<file path="config.mk">
export PLATFORM = sky130hd
export DESIGN_NAME = pipeline_hazard_ctrl
export DESIGN_NICKNAME = d
export VERILOG_FILES = /design/src/rtl/pipeline_hazard_ctrl.sv
export SDC_FILE = /design/constraint.sdc
export NUM_CORES = 1
export LEC_CHECK = 0
export BUFFER_PORTS_ARGS = -buffer_cell sky130_fd_sc_hd__buf_2
export CAP_MARGIN = 20
export CORE_ASPECT_RATIO = 0.75
export CORE_UTILIZATION = 45
export DETAILED_ROUTE_END_ITERATION = 10
export PLACE_DENSITY = 0.68
export SLEW_MARGIN = 20
export SYNTH_ARGS = -nofsm -noshare
export SYNTH_HDL_FRONTEND = slang
export SYNTH_SLANG_ARGS = --single-unit
export TNS_END_PERCENT = 30
</file>
<file path="constraint.sdc">
create_clock -name clk -period 2.45 [get_ports clk]
set_input_delay 0.49 -clock clk [delete_from_list [all_inputs] [get_ports clk]]
set_output_delay 0.49 -clock clk [all_outputs]
set_load 0.01 [all_outputs]
</file>
<file path="src/rtl/pipeline_hazard_ctrl.sv">
// Stall/flush sequencer for the 5-stage core.
// Merges load-use, branch and cache-miss hazards.
module pipeline_hazard_ctrl #(
  parameter int CNT_WIDTH    = 32,
  parameter int MISS_TIMEOUT = 255
) (
  input  logic                 clk,
  input  logic                 rst,
  input  logic                 load_use_d,
  input  logic                 branch_taken_e,
  input  logic                 icache_stall_f,
  input  logic                 dcache_req_m,
  input  logic                 dcache_hit_m,
  input  logic                 dcache_ready,
  output logic                 pc_en,
  output logic                 en_d,
  output logic                 en_e,
  output logic                 en_m,
  output logic                 en_w,
  output logic                 flush_n_d,
  output logic                 flush_n_e,
  output logic                 redirect_f,
  output logic                 miss_busy,
  output logic                 miss_err,
  output logic [CNT_WIDTH-1:0] stall_cnt
);

  typedef enum logic [1:0] {
    IDLE,
    MISS,
    REPLAY
  } state_t;

  localparam logic [8:0] TO = 9'(MISS_TIMEOUT);

  state_t     state;
  state_t     state_n;
  logic [7:0] timer;
  logic       detect;
  logic       dmiss;

  assign detect = (state == IDLE)
                & dcache_req_m
                & ~dcache_hit_m;
  assign dmiss  = detect | (state != IDLE);

  assign miss_busy = ~rst & (state != IDLE);

  // Miss FSM state register
  always_ff @(posedge clk) begin
    if (rst) state <= IDLE;
    else     state <= state_n;
  end

  // Miss FSM next-state: ready is only honoured once in MISS
  always_comb begin
    state_n = state;
    case (state)
      IDLE:    if (detect) state_n = MISS;
      MISS:    if (dcache_ready) state_n = REPLAY;
      REPLAY:  state_n = IDLE;
      default: state_n = IDLE;
    endcase
  end

  // Miss timer and sticky timeout flag
  always_ff @(posedge clk) begin
    if (rst) begin
      timer    <= '0;
      miss_err <= 1'b0;
    end else if (state == MISS && !dcache_ready) begin
      if (timer != 8'hFF) timer <= timer + 8'd1;
      if (({1'b0, timer} + 9'd1) == TO)
        miss_err <= 1'b1;
    end else begin
      timer <= '0;
    end
  end

  // Hazard priority: D-miss, branch, load-use, I-miss
  always_comb begin
    pc_en      = 1'b1;
    en_d       = 1'b1;
    en_e       = 1'b1;
    en_m       = 1'b1;
    en_w       = 1'b1;
    flush_n_d  = 1'b1;
    flush_n_e  = 1'b1;
    redirect_f = 1'b0;
    if (rst) begin
      pc_en     = 1'b0;
      flush_n_d = 1'b0;
      flush_n_e = 1'b0;
    end else if (dmiss) begin
      pc_en = 1'b0;
      en_d  = 1'b0;
      en_e  = 1'b0;
      en_m  = 1'b0;
    end else if (branch_taken_e) begin
      redirect_f = 1'b1;
      flush_n_d  = 1'b0;
      flush_n_e  = 1'b0;
    end else if (load_use_d) begin
      pc_en = 1'b0;
      en_d  = 1'b0;
      en_e  = 1'b0;
    end else if (icache_stall_f) begin
      pc_en = 1'b0;
      en_d  = 1'b0;
    end
  end

  // Saturating count of cycles with the PC held
  always_ff @(posedge clk) begin
    if (rst)
      stall_cnt <= '0;
    else if (!pc_en && stall_cnt != '1)
      stall_cnt <= stall_cnt + CNT_WIDTH'(1);
  end

endmodule

</file>
; ---- Word-level counts from Yosys, hierarchy flattened
; Cells that the tools add are included.
[totals]
ff_bits = 43
inputBits = 8
output_inout_bits = 42
word_cells = 50
[classes]
addsub = 3
eq_ne = 6
n_mux = 21
n_bitwise = 7
reduce_logical = 9
[ops]
columns = operator, count
row1 = adder 32 x 1 -> 32 bit (second input constant), 1
row2 = != test 32 bit (second input constant), 1
row3 = two-way mux 1 bit, 18
row4 = adder 8 x 1 -> 9 bit (second input constant), 1
row5 = == test 9 x 8 -> 1 bit (second input constant), 1
row6 = adder 8 x 1 -> 8 bit (second input constant), 1
row7 = != test 8 bit (second input constant), 1
row8 = two-way mux 2 bit, 2
row9 = != test 2 bit (second input constant), 2
row10 = case mux 2 bit (2 select lines), 1
row11 = AND reduction 2 bit, 2
row12 = bitwise AND 1 bit, 3
row13 = NOT 1 bit, 3
row14 = == test 2 x 1 -> 1 bit (second input constant), 1
row15 = logical AND 1 bit, 2
row16 = zero test 1 bit, 2
row17 = zero test 2 bit, 1
row18 = nonzero test 2 bit, 1
row19 = OR reduction 2 bit, 1
row20 = OR 1 bit, 1

; ---- Depth between registers and ports, before layout
[logic_depth]
ltp_word = 8
ltp_mapped = 8
depth_no_buf = 6

; ---- Least setup slack after synthesis
; Ideal clock, no wire load.
[synth_path]
path_type = register to register
from = register stall_cnt[18]
to = register stall_cnt[1]
setup_time_ps = 128
arrival_time_ps = 2041
t_required_ps = 2322
path_slack_ps = 281
path_stages_with_launch = 8
n_path_buf = 2
synth_period_minus_slack_ps = 2169
path_cell_list = dfxtp_1 nand4_1 or4_1 clkbuf_8 o31ai_4 buf_4 mux2i_1 nor2_1
[synth_via]
elab_chain_cells = 2
[synth_lines]
columns = element, line
row1 = start: declaration, 25  ; output logic [CNT_WIDTH-1:0] stall_cnt
row2 = start signal: assignment, 118  ; stall_cnt <= stall_cnt + CNT_WIDTH'(1);
row3 = != test 32 bit, 117  ; else if (!pc_en && stall_cnt != '1)
row4 = logical AND 1 bit, 117
; Every way passes these cells.
; A chain may end at the register's enable or synchronous reset.

; ---- Worst setup path in the final report
[layout_path]
from = register stall_cnt[9]
to = register stall_cnt[31]
[layout_via]
elab_chain_cells = 2
elab_cells_between_ends = 3
cone_classes = 1 x add/sub / 1 x eq/ne / 1 x reduce/logical
[layout_lines]
columns = element
row1 = branches (longest 2 deep; another with adder 32 x 1 -> 32 bit)
; Parallel ways; which one is timed is not known.

==> impl_metrics.py <==
metrics = {
    "status": {
        "status": "finished with violations",
        "violations": "DRC",
    },
    "drt": {
        "dr_total_vias": 2149,
        "viasPerCell": 5.69,
        "drc": 4,
        "first_pass_iters": 7,
        "drtAntennaViolNets": 0,
        "wl_per_cell_microns": 13.3,
        "drt_iter0_drc": 96,
        "drt_wl_total_microns": 5030,
    },
    "setup_path": {
        "r2r_end": "stall_cnt[31]$_SDFFE_PP0P_",
        "end_kind": "flip-flop",
        "crit_chain": "nand4_4 -> or3_4 -> or3_4 -> or4b_1 -> a21oi_1",
        "worst-setup-path-type": "flip-flop to flip-flop",
        "cp_max_fo": 12,
        "r2r_setup_slack_ns": 0.16,
        "worstPathRequired_ns": 2.68,
        "ff2ff_path_depth": 5,
        "crit_slowest_cell": "dfxtp_1",
        "cp_common_cell": "or3_4",
        "arrival_ns": 2.52,
        "r2r_start": "stall_cnt[9]$_SDFFE_PP0P_",
        "start_kind": "flip-flop",
        "slowest_delay_ns": 0.50,
    },
    "pwr": {
        "sw_frac_of_total": 0.237,
        "leakage_uw": 0.000968,
        "p_per_area_nw_per_um2": 500,
        "power.total_uw": 1330,
        "combPwrFrac": 0.088,
        "p_seq_frac": 0.541,
        "ir_drop_mv": 0.389,
        "power.switching_uw": 316,
        "p_int_uw": 1020,
        "clkPwrFrac": 0.370,
    },
    "synth": {
        "ys.flop_type": "dfxtp_1",
        "netlist_area_sq_um": 2270,
        "async_flop_share": 0,
        "postSynthCellCount": 269,
        "synth_cell_type_count": 49,
        "syn_avg_cell_area_sq_um": 8.45,
        "synth_edf_count": 0,
        "synth_seq_area_share": 0.379,
        "ys_ff_latch": 43,
        "syn_nets": 280,
        "yosysWarnings": 0,
    },
    "die": {
        "row_count": 21,
        "die_area_sq_um": 5340,
        "die_x_microns": 84.1,
        "coreArea_sq_um": 4650,
        "die_h_microns": 63.5,
        "io_pins": 50,
        "initial_core_util": 0.489,
    },
    "sta": {
        "tightest_slew_ns": 0.572,
        "drv_slew": 0,
        "relSlewSlack": 0.619,
        "min_period_over_period": 0.934,
        "fin_skew_ns": 0.00944,
        "finalSetupViolCount": 0,
        "fmax_mhz": 437,
        "min_period_ns": 2.29,
        "finalHoldViolations": 0,
        "fin_tns_setup_ns": 0,
        "grt_setup_unrepaired": "no",
    },
    "clock_network": {
        "clkLatencyLatePin_ns": 0.29,
        "cts-root-to-sink-buffers": 2,
        "tritoncts": "done",
        "cts-htree-levels": 2,
        "clkSinkCount": 43,
        "cts_buffers": 5,
        "clock-root-buffer": "clkbuf_8",
        "clk_transition_reported_paths_ns": 0.08,
    },
    "cells_and_area": {
        "layout.nets": 331,
        "multiInputGateArea_sq_um": 1280,
        "drive_above_1_share": 0.252,
        "nFillCells": 431,
        "syn2layout_area_growth_pct": 17.2,
        "layout.cells.non_filler": 378,
        "seq_area_sq_um": 861,
        "antenna_cells": 0,
    },
    "worst_hold_path": {
        "hp-class": "input pin to flip-flop",
        "holdCritStartpoint": "rst",
        "worstHoldPathCells": 2,
        "min_to": "state[1]$_SDFFE_PP0P_",
    },
    "place": {
        "io_buffer_count": 48,
        "dp_cells": 366,
        "dpl.hpwl_microns": 3560,
        "gp_congestion": 0.839,
    },
    "run": {
        "drv_cap": 0,
    },
    "global_routing": {
        "grt-ovfl-total": 0,
        "grt_max_degree": 39,
        "antenna_found_initial": 0,
        "track_usage": 0.201,
        "grt_pass1_wl_microns": 8670,
        "first_global_vias": 1806,
    },
}
==> synth_stat cells, types with 2 or more instances <==
master / n / area share
nand3_1: 15 / 0.033
clkbuf_1: 5 / 0.0083
dfxtp_1: 43 / 0.38
a21oi_1: 33 / 0.073
o31ai_1: 13 / 0.043
or4_2: 2 / 0.0077
nand2_1: 16 / 0.026
buf_6: 2 / 0.0099
o21ai_0: 19 / 0.042
clkbuf_8: 2 / 0.012
inv_1: 6 / 0.0099
nand4_1: 8 / 0.022
or3_1: 16 / 0.044
nand2b_1: 4 / 0.011
nor2b_1: 3 / 0.0083
buf_2: 3 / 0.0066
nor2_1: 16 / 0.026
or2_2: 2 / 0.0055
xor2_1: 5 / 0.019
nor4bb_1: 2 / 0.0088
mux2i_1: 2 / 0.0088
or3_4: 2 / 0.0099
ha_1: 3 / 0.017
o211ai_1: 2 / 0.0066
o2111ai_1: 2 / 0.0077
buf_4: 3 / 0.0099
xnor2_1: 4 / 0.015
and3_1: 2 / 0.0055
nor3_1: 3 / 0.0066
or4_1: 12 / 0.040
==> power groups by stage <==
stage                     clock network, uW  logic (uW)  registers [uW]
after global routing                    549         134             725
after floorplan                           0        81.7             740
final                                   494         118             722
after global placement                    0         118             738
after detailed placement                  0         118             738
after CTS                               513         119             722
==> sequential cells by signal, indices dropped and copies added (netlist names) <==
name / count
timer: 8
state: 2
stall_cnt: 32
miss_err: 1
==> per-layer routing <==
layer / share of wire / wire length (microns) / vias up / GRT usage
met5: 0 / 0 / - / 0
met4: 0.0058 / 29 / 0 / 0.0517
met3: 0.051 / 259 / 4 / 0.0393
met2: 0.41 / 2080 / 62 / 0.294
met1: 0.53 / 2670 / 976 / 0.298
li1: - / - / 1107 / -
==> placed cells by master (no fill, tap or decap), types with 2 or more instances in the layout <==
| cell | n |
|---|---|
| ha_1 | 3 |
| or4_1 | 12 |
| o21ai_0 | 19 |
| nand3_1 | 15 |
| o2111ai_1 | 2 |
| nand4_1 | 8 |
| inv_1 | 6 |
| nor3_1 | 3 |
| or4_2 | 2 |
| xnor2_1 | 4 |
| buf_2 | 48 |
| mux2i_1 | 2 |
| o211ai_1 | 2 |
| or2_2 | 2 |
| xor2_1 | 5 |
| a21oi_1 | 33 |
| nor2_1 | 16 |
| or3_1 | 16 |
| and3_1 | 2 |
| nand2b_1 | 4 |
| nor4bb_1 | 2 |
| dfxtp_1 | 43 |
| nand2_1 | 16 |
| clkbuf_8 | 7 |
| o31ai_1 | 13 |
| buf_4 | 11 |
| nor2b_1 | 3 |
| or3_4 | 2 |
==> stage by stage <==
stage               area, sq um  setup WS [ns]  utilization  hold slack, ns
floorplan                  2270          0.281            -           0.404
global placement           2530          0.209        0.544           0.419
detailed placement         2530          0.195        0.544           0.419
CTS                        2630          0.163        0.566           0.391
global route               2660         0.0367        0.573           0.401
finish                     2660          0.162        0.573           0.404
==> kinds of logic (layout without fill, tap and decap cells) <==
group | Yosys count | in the layout | share of synthesized area
mux | 2 | 2 | 0.00881
xor+xnor | 9 | 9 | 0.0347
buf+inv | 21 | 73 | 0.0567
fa+ha+maj | 3 | 3 | 0.0165
simple gates | 114 | 114 | 0.300
compound gates | 76 | 76 | 0.203
other cells | 1 | 1 | 0.00165
flops | 43 | 43 | 0.379
==> worst max-delay path by stage <==
stage	start	endpoint	slack [ns]	cells past startpoint
3_3_place_gp	stall_cnt[9]$_SDFFE_PP0P_	stall_cnt[29]$_SDFFE_PP0P_	0.21	5
4_1_cts	stall_cnt[9]$_SDFFE_PP0P_	stall_cnt[31]$_SDFFE_PP0P_	0.16	5
6_report	stall_cnt[9]$_SDFFE_PP0P_	stall_cnt[31]$_SDFFE_PP0P_	0.16	5
3_5_place_dp	stall_cnt[9]$_SDFFE_PP0P_	stall_cnt[31]$_SDFFE_PP0P_	0.19	5
2_1_floorplan	stall_cnt[18]$_SDFFE_PP0P_	stall_cnt[1]$_SDFFE_PP0P_	0.28	7
5_1_grt	stall_cnt[9]$_SDFFE_PP0P_	stall_cnt[29]$_SDFFE_PP0P_	0.04	5
==> area by class of cell <==
class,count,share of cell area
inverter,6,0.00845
sequential,43,0.323
timing repair buffer,59,0.121
clock inverter,1,0.00282
clock buffer,7,0.0362
multi-input combinational,205,0.481
tap,57,0.0268
==> what timing repair did <==
item                       4_1_cts  5_1_grt
hold buffers                     0        0
resized for setup                0        0
setup buffers                    0        4
setup endpoints to repair        0        1
==> critical path, delay by kind of cell (launching register included) <==
| family | cells | cell delay [ns] |
|---|---|---|
| DFF | 1 | 0.50 |
| AOI/OAI and AO/OA | 1 | 0.15 |
| and+or+nand+nor | 4 | 1.58 |
(Power assumes the default switching activity.)
